`src/rtl/uart_pkg.sv`:
```
// Shared definitions for the UART transmit path: output-mux select codes,
// transmit FSM states and parity-type encodings.
package uart_pkg;

  localparam logic [1:0] SEL_START = 2'b00;
  localparam logic [1:0] SEL_STOP  = 2'b01;
  localparam logic [1:0] SEL_DATA  = 2'b10;
  localparam logic [1:0] SEL_PAR   = 2'b11;

  localparam logic PAR_EVEN = 1'b0;
  localparam logic PAR_ODD  = 1'b1;

  typedef enum logic [2:0] {
    ST_IDLE   = 3'd0,
    ST_START  = 3'd1,
    ST_DATA   = 3'd2,
    ST_PARITY = 3'd3,
    ST_STOP   = 3'd4
  } tx_state_e;

endpackage

```
`src/rtl/uart_tx_serializer.sv`:
```
// Payload shift register and bit counter for the UART transmitter.
// ser_data is the shift-register LSB; ser_done marks the final data bit.
module uart_tx_serializer #(
  parameter int DATA_WIDTH = 8
) (
  input  logic                  CLK,
  input  logic                  RST,
  input  logic                  load,
  input  logic [DATA_WIDTH-1:0] load_data,
  input  logic                  shift,
  input  logic                  cnt_clr,
  output logic                  ser_data,
  output logic                  ser_done
);

  localparam int CNT_W = (DATA_WIDTH > 1) ? $clog2(DATA_WIDTH) : 1;
  localparam logic [CNT_W-1:0] LAST_BIT = CNT_W'(DATA_WIDTH - 1);

  logic [DATA_WIDTH-1:0] shift_q;
  logic [CNT_W-1:0]      cnt_q;

  always_ff @(posedge CLK or negedge RST) begin
    if (!RST) begin
      shift_q <= '0;
    end else if (load) begin
      shift_q <= load_data;
    end else if (shift) begin
      shift_q <= shift_q >> 1;
    end
  end

  // The FSM never shifts on the last bit, so the counter stops at LAST_BIT.
  always_ff @(posedge CLK or negedge RST) begin
    if (!RST) begin
      cnt_q <= '0;
    end else if (cnt_clr) begin
      cnt_q <= '0;
    end else if (shift) begin
      cnt_q <= cnt_q + 1'b1;
    end
  end

  assign ser_data = shift_q[0];
  assign ser_done = (cnt_q == LAST_BIT);

endmodule

```
`src/rtl/uart_tx_ctrl.sv`:
```
// UART transmit frame controller: sequences start, LSB-first data, optional
// parity and stop phases, one bit per CLK, driving the downstream TX mux.
module uart_tx_ctrl
  import uart_pkg::*;
#(
  parameter int DATA_WIDTH = 8
) (
  input  logic                  CLK,
  input  logic                  RST,
  input  logic [DATA_WIDTH-1:0] P_DATA,
  input  logic                  Data_Valid,
  input  logic                  PAR_EN,
  input  logic                  PAR_TYP,
  output logic [1:0]            mux_sel,
  output logic                  ser_data,
  output logic                  par_bit,
  output logic                  busy,
  output logic [2:0]            dbg_state
);

  tx_state_e state_q, state_d;
  logic      accept;
  logic      par_en_q, par_typ_q, data_par_q;
  logic      ser_shift, cnt_clr, ser_done;

  // Request handshake: Data_Valid is a one-cycle strobe with no ready signal.
  // It is taken only in IDLE or STOP; in any other state it is dropped.
  assign accept = Data_Valid && ((state_q == ST_IDLE) || (state_q == ST_STOP));

  always_ff @(posedge CLK or negedge RST) begin
    if (!RST) begin
      state_q    <= ST_IDLE;
      par_en_q   <= 1'b0;
      par_typ_q  <= PAR_EVEN;
      data_par_q <= 1'b0;
    end else begin
      state_q <= state_d;
      if (accept) begin
        par_en_q   <= PAR_EN;
        par_typ_q  <= PAR_TYP;
        data_par_q <= ^P_DATA;
      end
    end
  end

  always_comb begin
    state_d   = state_q;
    mux_sel   = SEL_STOP;
    ser_shift = 1'b0;
    cnt_clr   = 1'b0;
    case (state_q)
      ST_IDLE: begin
        if (accept) state_d = ST_START;
      end
      ST_START: begin
        mux_sel = SEL_START;
        cnt_clr = 1'b1;
        state_d = ST_DATA;
      end
      ST_DATA: begin
        mux_sel = SEL_DATA;
        if (ser_done) begin
          state_d = par_en_q ? ST_PARITY : ST_STOP;
        end else begin
          ser_shift = 1'b1;
        end
      end
      ST_PARITY: begin
        mux_sel = SEL_PAR;
        state_d = ST_STOP;
      end
      ST_STOP: begin
        state_d = accept ? ST_START : ST_IDLE;
      end
      default: state_d = ST_IDLE;
    endcase
  end

  uart_tx_serializer #(
    .DATA_WIDTH(DATA_WIDTH)
  ) u_ser (
    .CLK       (CLK),
    .RST       (RST),
    .load      (accept),
    .load_data (P_DATA),
    .shift     (ser_shift),
    .cnt_clr   (cnt_clr),
    .ser_data  (ser_data),
    .ser_done  (ser_done)
  );

  // Odd parity is the inverted data XOR; both terms are registered at accept.
  assign par_bit   = data_par_q ^ (par_typ_q == PAR_ODD);
  assign busy      = (state_q != ST_IDLE);
  assign dbg_state = state_q;

endmodule

```
`config.mk`:
```
export PLATFORM = sky130hd
export DESIGN_NAME = uart_tx_ctrl
export DESIGN_NICKNAME = d
export VERILOG_FILES = /design/src/rtl/uart_pkg.sv /design/src/rtl/uart_tx_serializer.sv /design/src/rtl/uart_tx_ctrl.sv
export SDC_FILE = /design/constraint.sdc
export NUM_CORES = 1
export LEC_CHECK = 0
export CORE_UTILIZATION = 30
export CTS_CLUSTER_SIZE = 12
export DETAILED_ROUTE_END_ITERATION = 7
export GPL_TIMING_DRIVEN = 0
export PLACE_DENSITY_LB_ADDON = 0.12
export SLEW_MARGIN = 10
export SYNTH_ARGS = -nofsm -noshare
export SYNTH_HDL_FRONTEND = slang
export SYNTH_SLANG_ARGS = --single-unit
```
`constraint.sdc`:
```
create_clock -name CLK -period 2.48 [get_ports CLK]
set_clock_uncertainty 0.15 [all_clocks]
set_input_delay 0.372 -clock CLK [delete_from_list [all_inputs] [get_ports CLK]]
set_output_delay 0.372 -clock CLK [all_outputs]
set_load 0.01 [all_outputs]
```
[Yosys cells after proc, flatten, opt, wreduce, memory -nomap -nowiden]
Cells that the tools add are included.
Word-level totals
  output and inout bits: 8
  bits of input ports: 13
  word-level logic and storage cells: 36
  register bits: 17
Cells by class
  reduce and logical (&&, ||, !) cells: 8
  equal/unequal tests: 7
  bitwise operators: 1
  multiplexer cells: 13
  add/sub/neg operators: 1
Operator list (count)
  $mux W8: 2
  $mux W3: 5
  $pmux W3 S5: 1
  $reduce_xor A8 Y1: 1
  $eq A3 B2 Y1 const B: 2
  $eq A3 B3 Y1 const B: 2
  $pmux W2 S3: 1
  $mux W1: 4
  $ne A2 B2 Y1 const B: 2
  $reduce_bool A2 Y1: 2
  $add A3 B1 Y3 const B: 1
  $eq A3 B1 Y1 const B: 1
  $logic_not A3 Y1: 1
  $reduce_bool A3 Y1: 1
  $reduce_and A2 Y1: 1
  $logic_and A1 B1 Y1: 1
  $logic_or A1 B1 Y1: 1
  $xor A1 B1 Y1: 1

[Depth between registers and ports, before layout]
Gate-level depths: netlist of the first run.
  depth in word-level cells: 5
  gate-level depth with buffers: 6
  depth with buffers taken out: 6

[Hierarchy]
A second synthesis of the first run with hierarchy kept.
Second synthesis, totals
  cell total of the unflattened synthesis: 81
  area total of the unflattened synthesis: 873.3 sq um
By module, submodules not included
  uart_tx_serializer: sequential area each 275.3 sq um, cells each 44, instances 1, area an instance 503.0 sq um
  uart_tx_ctrl: sequential area each 150.1 sq um, cells each 37, instances 1, area an instance 370.4 sq um

[Least setup slack after synthesis of the first run]
Ideal clock, no wire load.
  path type: register -> register
  start: reg u_ser.cnt_q[0]
  end: reg u_ser.shift_q[0]
  data arrival time: 1.522 ns
  buffers on the path: 0
  setup slack: 0.689 ns
  cell stages (with the launch flop): 6
  required time: 2.210 ns
  setup time: 0.120 ns
  cells stage by stage: dfrtp_1 > ha_1 > ha_1 > nor3_4 > mux2i_1 > o21ai_2
Between the ends
  longest elaborated chain between the ends: 4
Ends and longest elaborated chain
  start: declaration: line uart_tx_serializer.sv:20  | logic [CNT_W-1:0] cnt_q;
  start signal: assignment: line uart_tx_serializer.sv:39  | cnt_q <= cnt_q + 1'b1;
  $eq A3 B3 Y1: line uart_tx_serializer.sv:44  | assign ser_done = (cnt_q == LAST_BIT);
  $mux W1: line uart_tx_ctrl.sv:62  | if (ser_done) begin
  $mux W1: line uart_tx_ctrl.sv:51  | case (state_q)
  $reduce_bool A2 Y1 (no line)
  end signal: assignment: line uart_tx_serializer.sv:26  | shift_q <= load_data;
  end signal: assignment: line uart_tx_serializer.sv:28  | shift_q <= shift_q >> 1;
  end: declaration: line uart_tx_serializer.sv:19  | logic [DATA_WIDTH-1:0] shift_q;
Every way passes these cells.
A chain may end at the register's enable or synchronous reset.

[Final worst setup path of the first run]
  start: reg state_q[0], in the netlist dbg_state[0]
  end: out busy
Between the ends
  longest elaborated chain between the ends: 1
Ends and longest elaborated chain
  start: declaration: line uart_tx_ctrl.sv:21  | tx_state_e state_q, state_d;
  start signal: assignment: line uart_tx_ctrl.sv:37  | state_q <= state_d;
  $reduce_bool A3 Y1: line uart_tx_ctrl.sv:94  | assign busy = (state_q != ST_IDLE);
  end: declaration: line uart_tx_ctrl.sv:17  | output logic busy,
Every way passes these cells.

==> metrics.cfg, run 1 <==
[synth]
synth_top_area_frac = 0.461
postSynthAreaPerCell_sq_um = 10.4
synth_ff_type = dfrtp_1
synth_async_sr_flop_share = 1.00
synth_cells = 89
synth_top_area_cell = dfrtp_1
yosysMostFrequentCell = dfrtp_1
synth-seq-cells = 17
yosysWarnings = 0
ys_types = 22
netlist_top_cells_count = 17 x dfrtp_1, 12 x nand2_1, 8 x mux2i_1
synth-seq-area-share = 0.461
synth-edff-count = 0
netlist_top_cells_area = dfrtp_1 46%, mux2i_1 8.7%, o21ai_2 6.6%
synth_nets = 104
netlist_area_sq_um = 922

[setup_path]
critPathLaunch = dbg_state[0]$_DFFE_PN0P_
max_stage_delay_ns = 0.48
critPathSlowestCell = clkdlybuf4s50_1
cp_max_fo = 10
r2r_start = u_ser.cnt_q[0]$_DFFE_PN0P_
crit_family = buffers and inverters
arrival_ns = 1.69
worstPathRequired_ns = 1.96
path_cells = buf_2 > or3_1 > clkdlybuf4s50_1
cp_num_buf_inv = 2
worst_setup_path_start_kind = flip-flop
cp-end-kind = primary output
path_class = reg -> out

[route]
wl_per_cell_um = 12.1
vias_per_cell = 4.72
dr.pass1.iters = 6
dr_total_vias = 679
totalWireLength_mm = 1.74
ant_nets = 0
drt_first_iter_violations = 27
drc_errors = 1

[global_route]
antenna_found_initial = 0
grtUsageMet3 = 0.0227
grt_pass1_vias = 704
grt_first_pass_wirelength_mm = 3.11
grt_max_degree = 18
gr-total-overflow = 0
busiest_layer = met2
grt_use_met2 = 0.198
grt_use_met1 = 0.156
grt_usage = 0.123

[timing]
finalSetupTns_ns = 0
drv_slew = 0
period_needed_ns = 2.21
rsz0062_at_grt = no
worst_slew_pin_slew_ns = 0.798
max-slew-margin-rel = 0.467
final-hold-violation-count = 0
setup_violations = 0
min_period_over_period = 0.893
max_clock_freq_mhz = 452

[run_status]
violations = design-rule violations
status = complete, but fails checks

[power]
switching_share = 0.379
p_seq_frac = 0.350
cellInternalPower_uw = 857
ir_worst_vdd_uv = 438
power_density_nw_per_um2 = 1160
pwr-share-comb = 0.543
p_sw_uw = 523
pwr-share-clk = 0.107
leakagePower_nw = 0.507

[clock_tree]
htree_levels = 1
clockBufferDepth = 2
clk_pin_slew_worst_paths_ns = 0.10
root_buffer = clkbuf_4
postCtsResizedCells = 0
clock_sinks = 17
cts_made_buffers = 3
hold_buffers = 0
clk_latency_ns = 0.28
cts_tree = yes
cts_setup_buffers = 0

[cells_and_area]
antenna_cells = 0
postLayoutCellArea_sq_um = 1190
drive_gt1_frac = 0.150
area_delta_synth_final_pct = 28.8
nets = 129

[floorplanning]
die_h_um = 57.4
io_pins = 21
die_x_um = 57.4
die_area_sq_um = 3300
coreArea_sq_um = 2830
num_rows = 19
initial_core_util = 0.326

[place]
gp_congestion = 0.709
port_buffers = 20
hpwl_mm = 1.32
placed_area_sq_um = 1160

[worst_hold_path]
hold_path_class = reg -> reg
hp-start = dbg_state[2]$_DFFE_PN0P_

[job]
maxCapViolations = 0

metal layers:
metal,vias to the layer above,part of all wire
met1,309,0.45
met3,4,0.048
li1,348,-
met4,0,0.015
met5,-,0
met2,18,0.48
placed cells by master, fill, tap and decap left out:
| cell | count |
|---|---|
| clkbuf_1 | 1 |
| nand2b_1 | 4 |
| buf_4 | 1 |
| dfrtp_1 | 17 |
| mux2i_1 | 8 |
| inv_1 | 3 |
| or3_1 | 1 |
| buf_2 | 2 |
| nand3_1 | 1 |
| nor3_4 | 1 |
| mux2_2 | 1 |
| nor2_1 | 5 |
| a22oi_1 | 2 |
| nand2b_4 | 1 |
| o21ai_0 | 6 |
| clkbuf_4 | 3 |
| buf_6 | 1 |
| clkdlybuf4s50_1 | 20 |
| a21oi_1 | 4 |
| nor3_1 | 1 |
| o21ai_2 | 7 |
| ha_1 | 2 |
| xnor2_1 | 7 |
| nand2_1 | 12 |
| xor2_1 | 2 |
cell families (layout without fill, tap and decap cells):
family	after synthesis	after routing	share of synthesized area
AND/OR/NAND/NOR	26	26	0.147
AO/OA/AOI/OAI	19	19	0.137
flip-flops	17	17	0.461
XOR/XNOR	9	9	0.0855
multiplexers	9	9	0.0991
buffers and inverters	7	31	0.0434
adder cells (fa/ha/maj)	2	2	0.0271
worst paths after layout:
path / end / slack [ns] / depth (start not counted)
worst max-delay path: busy / 0.27 / 3
worst min-delay path: dbg_state[1]$_DFFE_PN0P_ / 0.36 / 1
worst max register to register: u_ser.shift_q[6]$_DFFE_PN0P_ / 0.52 / 5
worst min register to register: dbg_state[1]$_DFFE_PN0P_ / 0.36 / 1
max in group asynchronous: dbg_state[0]$_DFFE_PN0P_ / 1.29 / 1
min in group asynchronous: u_ser.cnt_q[0]$_DFFE_PN0P_ / 0.39 / 1
registers in the layout (all words and copies together), names as in the netlist:
signal         flops
u_ser.shift_q      8
par_typ_q          1
u_ser.cnt_q        3
par_en_q           1
data_par_q         1
dbg_state          3
stage by stage:
stage          power [mW]   util  worst slack, ns  std cells  hold slack (ns)
3_5_place_dp         1.25  0.410            0.519        140            0.358
3_3_place_gp         1.24  0.410            0.525        140            0.355
2_1_floorplan       0.980      -            0.689         89          -0.0736
5_1_grt              1.50  0.420            0.186        144            0.411
6_report             1.38  0.420            0.266        144            0.364
4_1_cts              1.40  0.420            0.247        144            0.372
power groups by stage:
stage	clock network (mW)	logic (mW)	registers (mW)
2_1_floorplan	0	0.497	0.483
3_3_place_gp	0	0.751	0.485
3_5_place_dp	0	0.761	0.490
4_1_cts	0.155	0.762	0.485
5_1_grt	0.168	0.826	0.505
6_report	0.148	0.749	0.483
final cells by class:
cell class	instances	area, sq um
Sequential cell	17	425
Multi-Input combinational cell	65	457
Inverter	3	11.3
Buffer	4	28.8
Tap cell	31	38.8
Fill cell	302	1640
Clock buffer	4	26.3
Timing Repair Buffer	20	200
Note: power is estimated with default switching activity, not from simulation.
==> inputs of run 2 (changes only) <==
--- a/config.mk
+++ b/config.mk
@@ -6,6 +6,7 @@
 export NUM_CORES = 1
 export LEC_CHECK = 0
 export CORE_UTILIZATION = 30
+export CTS_CLUSTER_DIAMETER = 150
 export CTS_CLUSTER_SIZE = 12
 export DETAILED_ROUTE_END_ITERATION = 7
 export GPL_TIMING_DRIVEN = 0
==> results of run 2 <==
Same layout as run 1: the final DEF is identical, and so are final timing and power.
==> inputs of run 3 (changes only) <==
--- a/config.mk
+++ b/config.mk
@@ -5,7 +5,7 @@
 export SDC_FILE = /design/constraint.sdc
 export NUM_CORES = 1
 export LEC_CHECK = 0
-export CORE_UTILIZATION = 30
+export CORE_UTILIZATION = 48
 export CTS_CLUSTER_DIAMETER = 150
 export CTS_CLUSTER_SIZE = 12
 export DETAILED_ROUTE_END_ITERATION = 7
==> metrics.cfg, run 3 (same netlist as run 1, synthesis figures left out) <==
[power]
power_density_nw_per_um2 = 1170
leakagePower_nw = 0.510
ir_worst_vdd_uv = 665

[cells_and_area]
final_common_cell = clkdlybuf4s50_1
largest_register = u_ser.shift_q
fillerInstances = 167
layout_common_cells = 20 x clkdlybuf4s50_1, 17 x dfrtp_1, 12 x nand2_1, 8 x mux2i_1
area_delta_synth_final_pct = 28.1
antenna_cells = 0
nets = 129
largest_reg_flops = 8
drive_gt1_frac = 0.159

[floorplanning]
die_h_um = 45.8
io_pins = 21
die_x_um = 45.8
initial_core_util = 0.523
num_rows = 15
die_area_sq_um = 2100
coreArea_sq_um = 1760

[global_route]
busiest_layer = met2
grt_first_pass_wirelength_mm = 2.66
antenna_found_initial = 0
grt_use_met2 = 0.329
grt_pass1_vias = 646
grtUsageMet3 = 0.0238
gr-total-overflow = 0
grt_usage = 0.182
grt_max_degree = 18
grt_use_met1 = 0.209

[clock_tree]
cts_made_buffers = 3
root_buffer = clkbuf_4
clk_latency_ns = 0.29
clk_pin_slew_worst_paths_ns = 0.10
htree_levels = 1
hold_buffers = 0
postCtsResizedCells = 0
cts_tree = yes
cts_setup_buffers = 0
clock_sinks = 17
clockBufferDepth = 2

[route]
dr_total_vias = 690
wl_per_cell_um = 11.4
dr.pass1.iters = 4
ant_nets = 0
vias_per_cell = 5.00
drc_errors = 0
drt_first_iter_violations = 12
totalWireLength_mm = 1.58

[job]
maxCapViolations = 0

[run_status]
status = finished, final reports clean

[timing]
final-hold-violation-count = 0
min_period_over_period = 0.900
period_needed_ns = 2.23
worst_slew_pin_slew_ns = 0.740
max-slew-margin-rel = 0.505
max_clock_freq_mhz = 448
finalSetupTns_ns = 0
setup_violations = 0
timing.hold.ws_ns = 0.362
rsz0062_at_grt = no
drv_slew = 0

[setup_path]
worstPathRequired_ns = 1.96
cp-end-kind = primary output
r2r_start = u_ser.cnt_q[0]$_DFFE_PN0P_
arrival_ns = 1.71
cp_max_fo = 10
critPathLaunch = dbg_state[0]$_DFFE_PN0P_
worst_setup_path_start_kind = flip-flop
path_class = reg -> out

[place]
hpwl_mm = 1.23
port_buffers = 20
gp_congestion = 0.729

[worst_hold_path]
hold_path_class = in -> async

==> run 3: cell types whose count changed in the layout (fill, tap and decap cells not counted) <==
cell / before / now
clkinv_2: 0 / 1
clkbuf_1: 1 / 0
==> run 3: worst paths after layout <==
| path | end | slack (ns) | depth (start not counted) |
|---|---|---|---|
| max in group asynchronous | dbg_state[2]$_DFFE_PN0P_ | 1.36 | 1 |
| worst max register to register | u_ser.shift_q[6]$_DFFE_PN0P_ | 0.53 | 5 |
| worst min register to register | dbg_state[1]$_DFFE_PN0P_ | 0.36 | 1 |
| worst max-delay path | busy | 0.25 | 3 |
| worst min-delay path | par_en_q$_DFFE_PN0P_ | 0.36 | 1 |
| min in group CLK | dbg_state[1]$_DFFE_PN0P_ | 0.36 | 1 |
==> run 3: through the flow <==
step	area (sq um)	setup WS (ns)	power, mW	std cells	util
2_1_floorplan	922	0.689	0.980	89	-
3_3_place_gp	1150	0.552	1.22	134	0.654
3_5_place_dp	1150	0.534	1.25	134	0.654
4_1_cts	1180	0.241	1.40	138	0.670
5_1_grt	1180	0.184	1.49	138	0.670
6_report	1180	0.249	1.38	138	0.670
==> run 3: power by group <==
| group | internal [mW] | switching [mW] | total [mW] | leakage [nW] |
|---|---|---|---|---|
| Clock | 0.0599 | 0.0860 | 0.146 | 0.0177 |
| Combinational | 0.393 | 0.358 | 0.752 | 0.280 |
| Sequential | 0.402 | 0.0782 | 0.480 | 0.213 |
==> run 3: worst max-delay path: stages, from the launching register on <==
cell,delay (ns)
dfrtp_1,0.44
buf_2,0.20
or3_1,0.31
clkdlybuf4s50_1,0.48
==> run 3: layer usage <==
| metal | wire (um) | vias to the layer above |
|---|---|---|
| met5 | 0 | - |
| met4 | 27 | 0 |
| met3 | 51 | 4 |
| met2 | 798 | 19 |
| met1 | 700 | 319 |
| li1 | - | 348 |
==> run 3: layout make-up <==
class,count,area (sq um),share of cell area
clock buffers,3,22.5,0.0191
clock inverters,1,5.00,0.00424
flip-flops and latches,17,425,0.360
well taps,25,31.3,0.0265
repair buffers,20,200,0.169
plain buffers,4,28.8,0.0244
multi-input cells,65,457,0.387
inverters,3,11.3,0.00953
==> edit 1 (config.mk and constraints of run 1) <==
Register the inputs `P_DATA`, `Data_Valid`, `PAR_EN` and `PAR_TYP` before use, cleared by the reset. The logic sees them one clock later. Comments in the files are not updated.
--- a/src/rtl/uart_tx_ctrl.sv
+++ b/src/rtl/uart_tx_ctrl.sv
@@ -18,6 +18,25 @@
   output logic [2:0]            dbg_state
 );
 
+  logic [DATA_WIDTH-1:0] P_DATA_q;
+  logic Data_Valid_q;
+  logic PAR_EN_q;
+  logic PAR_TYP_q;
+
+  always_ff @(posedge CLK or negedge RST) begin
+    if (!RST) begin
+      P_DATA_q     <= '0;
+      Data_Valid_q <= '0;
+      PAR_EN_q     <= '0;
+      PAR_TYP_q    <= '0;
+    end else begin
+      P_DATA_q     <= P_DATA;
+      Data_Valid_q <= Data_Valid;
+      PAR_EN_q     <= PAR_EN;
+      PAR_TYP_q    <= PAR_TYP;
+    end
+  end
+
   tx_state_e state_q, state_d;
   logic      accept;
   logic      par_en_q, par_typ_q, data_par_q;
@@ -25,7 +44,7 @@
 
   // Request handshake: Data_Valid is a one-cycle strobe with no ready signal.
   // It is taken only in IDLE or STOP; in any other state it is dropped.
-  assign accept = Data_Valid && ((state_q == ST_IDLE) || (state_q == ST_STOP));
+  assign accept = Data_Valid_q && ((state_q == ST_IDLE) || (state_q == ST_STOP));
 
   always_ff @(posedge CLK or negedge RST) begin
     if (!RST) begin
@@ -36,9 +55,9 @@
     end else begin
       state_q <= state_d;
       if (accept) begin
-        par_en_q   <= PAR_EN;
-        par_typ_q  <= PAR_TYP;
-        data_par_q <= ^P_DATA;
+        par_en_q   <= PAR_EN_q;
+        par_typ_q  <= PAR_TYP_q;
+        data_par_q <= ^P_DATA_q;
       end
     end
   end
@@ -82,7 +101,7 @@
     .CLK       (CLK),
     .RST       (RST),
     .load      (accept),
-    .load_data (P_DATA),
+    .load_data (P_DATA_q),
     .shift     (ser_shift),
     .cnt_clr   (cnt_clr),
     .ser_data  (ser_data),
Formal check against the unedited RTL: not equivalent (Yosys sat finds a counterexample within 4 cycles, from zero or initial values and one cycle with RST low).
==> edit 1 against run 1 <==
- synthesized area increased by 31%
- via count increased by 11%
- final cell count increased by 19%
- clock power increased by 84%
- total power increased by 23%
- wire length increased by 14%
- count of clock-buffer cells in the layout unchanged
- setup slack improved by 63 ps
- fmax increased by 2.9%
- design area increased by 28%
- sequential cell count increased by 11
- highest routed layer unchanged
==> edit 1: results <==
metrics = {
    "layout": {
        "comb.multi_input.count": 64,
        "final_cells": 172,
        "area_delta_synth_final_pct": 26.6,
        "clock_area_share_pct": 3.61,
        "buffers": 25,
        "seq_area_share_pct": 46.0,
        "layout-drive-gt1-share_pct": 15.3,
    },
    "power_and_ir_drop": {
        "ir_worst_vdd_mv": 0.310,
        "clock_net_power_w": 0.000273,
    },
    "grt": {
        "grt_max_degree": 29,
        "grt_util_met3_pct": 2.08,
        "grt_pass1_wl_um": 3700,
        "grt_pass1_vias": 834,
    },
    "yosys": {
        "syn-cell-area_sq_mm": 0.00120,
        "synthTopCellsByArea": "dfrtp_1, mux2i_1, o21ai_2",
        "synth.top_cells.by_count": "dfrtp_1, nand2_1, mux2i_1",
        "synth_mux_area_share_pct": 7.59,
        "synthAdderAreaFrac_pct": 2.08,
        "synth_seq_cells": 28,
        "synth_fp_nets": 114,
        "synth_compound_area_share_pct": 10.8,
        "synth.yosys.seq_area_share_pct": 58.2,
    },
    "route": {
        "num_vias": 757,
        "dr_wl_met3_um": 63,
        "wl_met1_um": 856,
        "wire_per_inst_um": 11.6,
    },
    "placement": {
        "dp_cells": 167,
        "hpwlAfterDp_um": 1520,
    },
    "worst_setup_path": {
        "timing.rr.end": "u_ser.shift_q[3]",
        "crit_start": "dbg_state[1]",
    },
    "sta": {
        "tightest_slew_ps": 603,
    },
    "clock_tree": {
        "root_buffer": "clkbuf_8",
    },
    "outcome": {
        "status": "finished, final reports clean",
    },
}
-- edit 1: changes by cell type in the layout (fill, tap and decap cells not counted), sizes merged --
cell,delta
dfrtp,+11
a21oi,-1
a32oi,+1
clkbuf,+1
clkdlybuf4s50,-1
dlygate4sd3,+1
nand2b,-1
nand3,-1
nor3b,+1
-- edit 1: worst min path at each step --
stage | slack (ps) | from | cells after the start | end
after CTS | 320 | PAR_EN_q | 2 | par_en_q
after global routing | 360 | PAR_EN_q | 2 | par_en_q
after global placement | 310 | PAR_EN_q | 2 | par_en_q
after floorplan | -70 | RST | 0 | Data_Valid_q
final | 310 | PAR_EN_q | 2 | par_en_q
after detailed placement | 300 | PAR_EN_q | 2 | par_en_q
-- edit 1: worst register-to-register path, delay by kind of cell (launching register included) --
family / cells / cell delay, ps
adder cells (fa/ha/maj): 2 / 490
AND/OR/NAND/NOR: 1 / 470
flip-flops: 1 / 420
multiplexers: 1 / 300
AO/OA/AOI/OAI: 1 / 60
==> edit 2 (config.mk and constraints of run 1) <==
Made on the original files. `DATA_WIDTH` is set to 8 in 2 places; all go to 16.
--- a/src/rtl/uart_tx_serializer.sv
+++ b/src/rtl/uart_tx_serializer.sv
@@ -1,7 +1,7 @@
 // Payload shift register and bit counter for the UART transmitter.
 // ser_data is the shift-register LSB; ser_done marks the final data bit.
 module uart_tx_serializer #(
-  parameter int DATA_WIDTH = 8
+  parameter int DATA_WIDTH = 16
 ) (
   input  logic                  CLK,
   input  logic                  RST,
--- a/src/rtl/uart_tx_ctrl.sv
+++ b/src/rtl/uart_tx_ctrl.sv
@@ -3,7 +3,7 @@
 module uart_tx_ctrl
   import uart_pkg::*;
 #(
-  parameter int DATA_WIDTH = 8
+  parameter int DATA_WIDTH = 16
 ) (
   input  logic                  CLK,
   input  logic                  RST,
Ports: changed (resized P_DATA); port bits go from 21 to 29. No check against the original RTL was run, so the function may have changed too.
==> edit 2 against run 1 <==
- sequential cell count increased by 9
- setup slack hardly changed
- register-to-register slack better by 260 ps
- final cell count up 63%
- fmax barely moved
- first-iteration DRC count rose by 120%
- synthesized area is 50% higher
- global-route usage grew 1.6 points
- design area rose by 50%
- total power increased by 52%
- wire length increased by 80%
- die area rose by 48%
==> edit 2: results <==
metrics = {
    "outcome": {
        "status": "finished, final reports clean",
    },
    "yosys": {
        "synth_mux_area_share_pct": 2.35,
        "ys_types": 25,
        "synth.top_cells.by_count": "nand2_1, dfrtp_1, nor2_1",
        "synthTopCellsByArea": "dfrtp_1, nand2_1, xnor2_1",
        "synthXorXnorAreaFrac_pct": 12.0,
        "synth_fp_nets": 173,
        "synthAdderAreaFrac_pct": 0.903,
        "postSynth.asyncResetShare_pct": 100,
        "synth_warnings": 0,
        "synth_compound_area_share_pct": 9.30,
        "synth.yosys.seq_area_share_pct": 47.0,
    },
    "layout": {
        "num-fill-cells": 443,
        "final_nets": 207,
        "largest_reg_flops": 16,
        "layout-drive-gt1-share_pct": 10.4,
    },
    "route": {
        "num_vias": 1134,
        "firstDrtPassIters": 4,
        "wl_met1_um": 1550,
        "wl_um": 3130,
        "top_layer": "met4",
        "met2WireLength_um": 1430,
        "dr_wl_met3_um": 136,
        "first_iter_violations": 59,
    },
    "power_and_ir_drop": {
        "power.leakage_nw": 0.755,
        "powerSeq_w": 0.000764,
        "switching_power_w": 0.000825,
        "ir_worst_vdd_mv": 0.492,
        "power_frac_clock_pct": 11.3,
    },
    "sta": {
        "slew-limit-headroom_pct": 60.0,
    },
    "grt": {
        "antenna_found_initial": 0,
        "grt_use_met1_pct": 18.8,
        "grt_pass1_wl_um": 5440,
        "track_usage_pct": 13.9,
        "grt_use_met2_pct": 21.8,
        "grt_util_met3_pct": 4.33,
        "grt_max_degree": 27,
    },
    "clock_tree": {
        "root_buffer": "clkbuf_8",
        "cts_buffers": 3,
        "cts-htree-levels": 1,
        "clockBufferDepth": 2,
        "clk_pin_slew_ps": 90,
        "clk_latency_ps": 260,
    },
    "worst_setup_path": {
        "crit_path_max_incr_delay_ps": 480,
        "crit_family": "buffers and inverters",
        "cp_slowest_cell": "clkdlybuf4s50_1",
    },
    "placement": {
        "place_ws_ps": 462,
        "hpwlAfterDp_um": 2310,
        "routabilityCongestion": 0.763,
        "numPortBuffers": 28,
    },
    "min_path": {
        "hold_path.class": "flop to flop",
    },
}
[edit 2: cell types whose count changed in the layout (fill, tap and decap cells not counted), moves of 4 or more]
| cell | run 1 | this run |
|---|---|---|
| o21ai_0 | 6 | 2 |
| dfrtp_1 | 17 | 26 |
| nor2_1 | 5 | 17 |
| mux2i_1 | 8 | 1 |
| nand2_1 | 12 | 35 |
| clkdlybuf4s50_1 | 20 | 27 |
| a31oi_1 | 0 | 15 |
| buf_2 | 2 | 8 |
| xnor2_1 | 7 | 14 |
| o21ai_2 | 7 | 0 |
[edit 2: final timing paths]
path,slack (ps),cells past startpoint,from,to
setup / recovery,270,3,dbg_state[1],busy
hold / removal,380,2,data_par_q,data_par_q
setup reg to reg,780,6,u_ser.cnt_q[0],u_ser.shift_q[8]
hold reg to reg,380,2,data_par_q,data_par_q
max in group asynchronous,1300,2,RST,dbg_state[0]
min in group asynchronous,490,2,RST,par_typ_q
[edit 2: kinds of logic (layout without fill, tap and decap cells)]
kind of cell	count (synthesis)	in the layout
simple gates	70	70
xor+xnor	19	19
fa+ha+maj	1	1
buf+inv	10	42
mux	3	3
flops	26	26
compound gates	22	22
[edit 2: through the flow]
step / cell area, sq um / cells / power (W) / utilization, %
after floorplan: 1390 / 151 / 0.00150 / -
after global placement: 1730 / 231 / 0.00185 / 39.5
after detailed placement: 1730 / 231 / 0.00188 / 39.5
after CTS: 1770 / 234 / 0.00212 / 40.4
after global routing: 1780 / 235 / 0.00229 / 40.5
final: 1780 / 235 / 0.00210 / 40.5
[edit 2: cell type report]
class	instances	area share, %
multi-input combinational	115	37.9
sequential	26	36.6
timing repair buffer	29	16.1
tap	52	3.66
buffer	9	3.24
clock buffer	3	2.32
inverter	1	0.211
[edit 2: what timing repair did]
item	CTS	global route
gates resized for setup	0	0
endpoints found under the hold margin	0	26
hold buffers	0	1
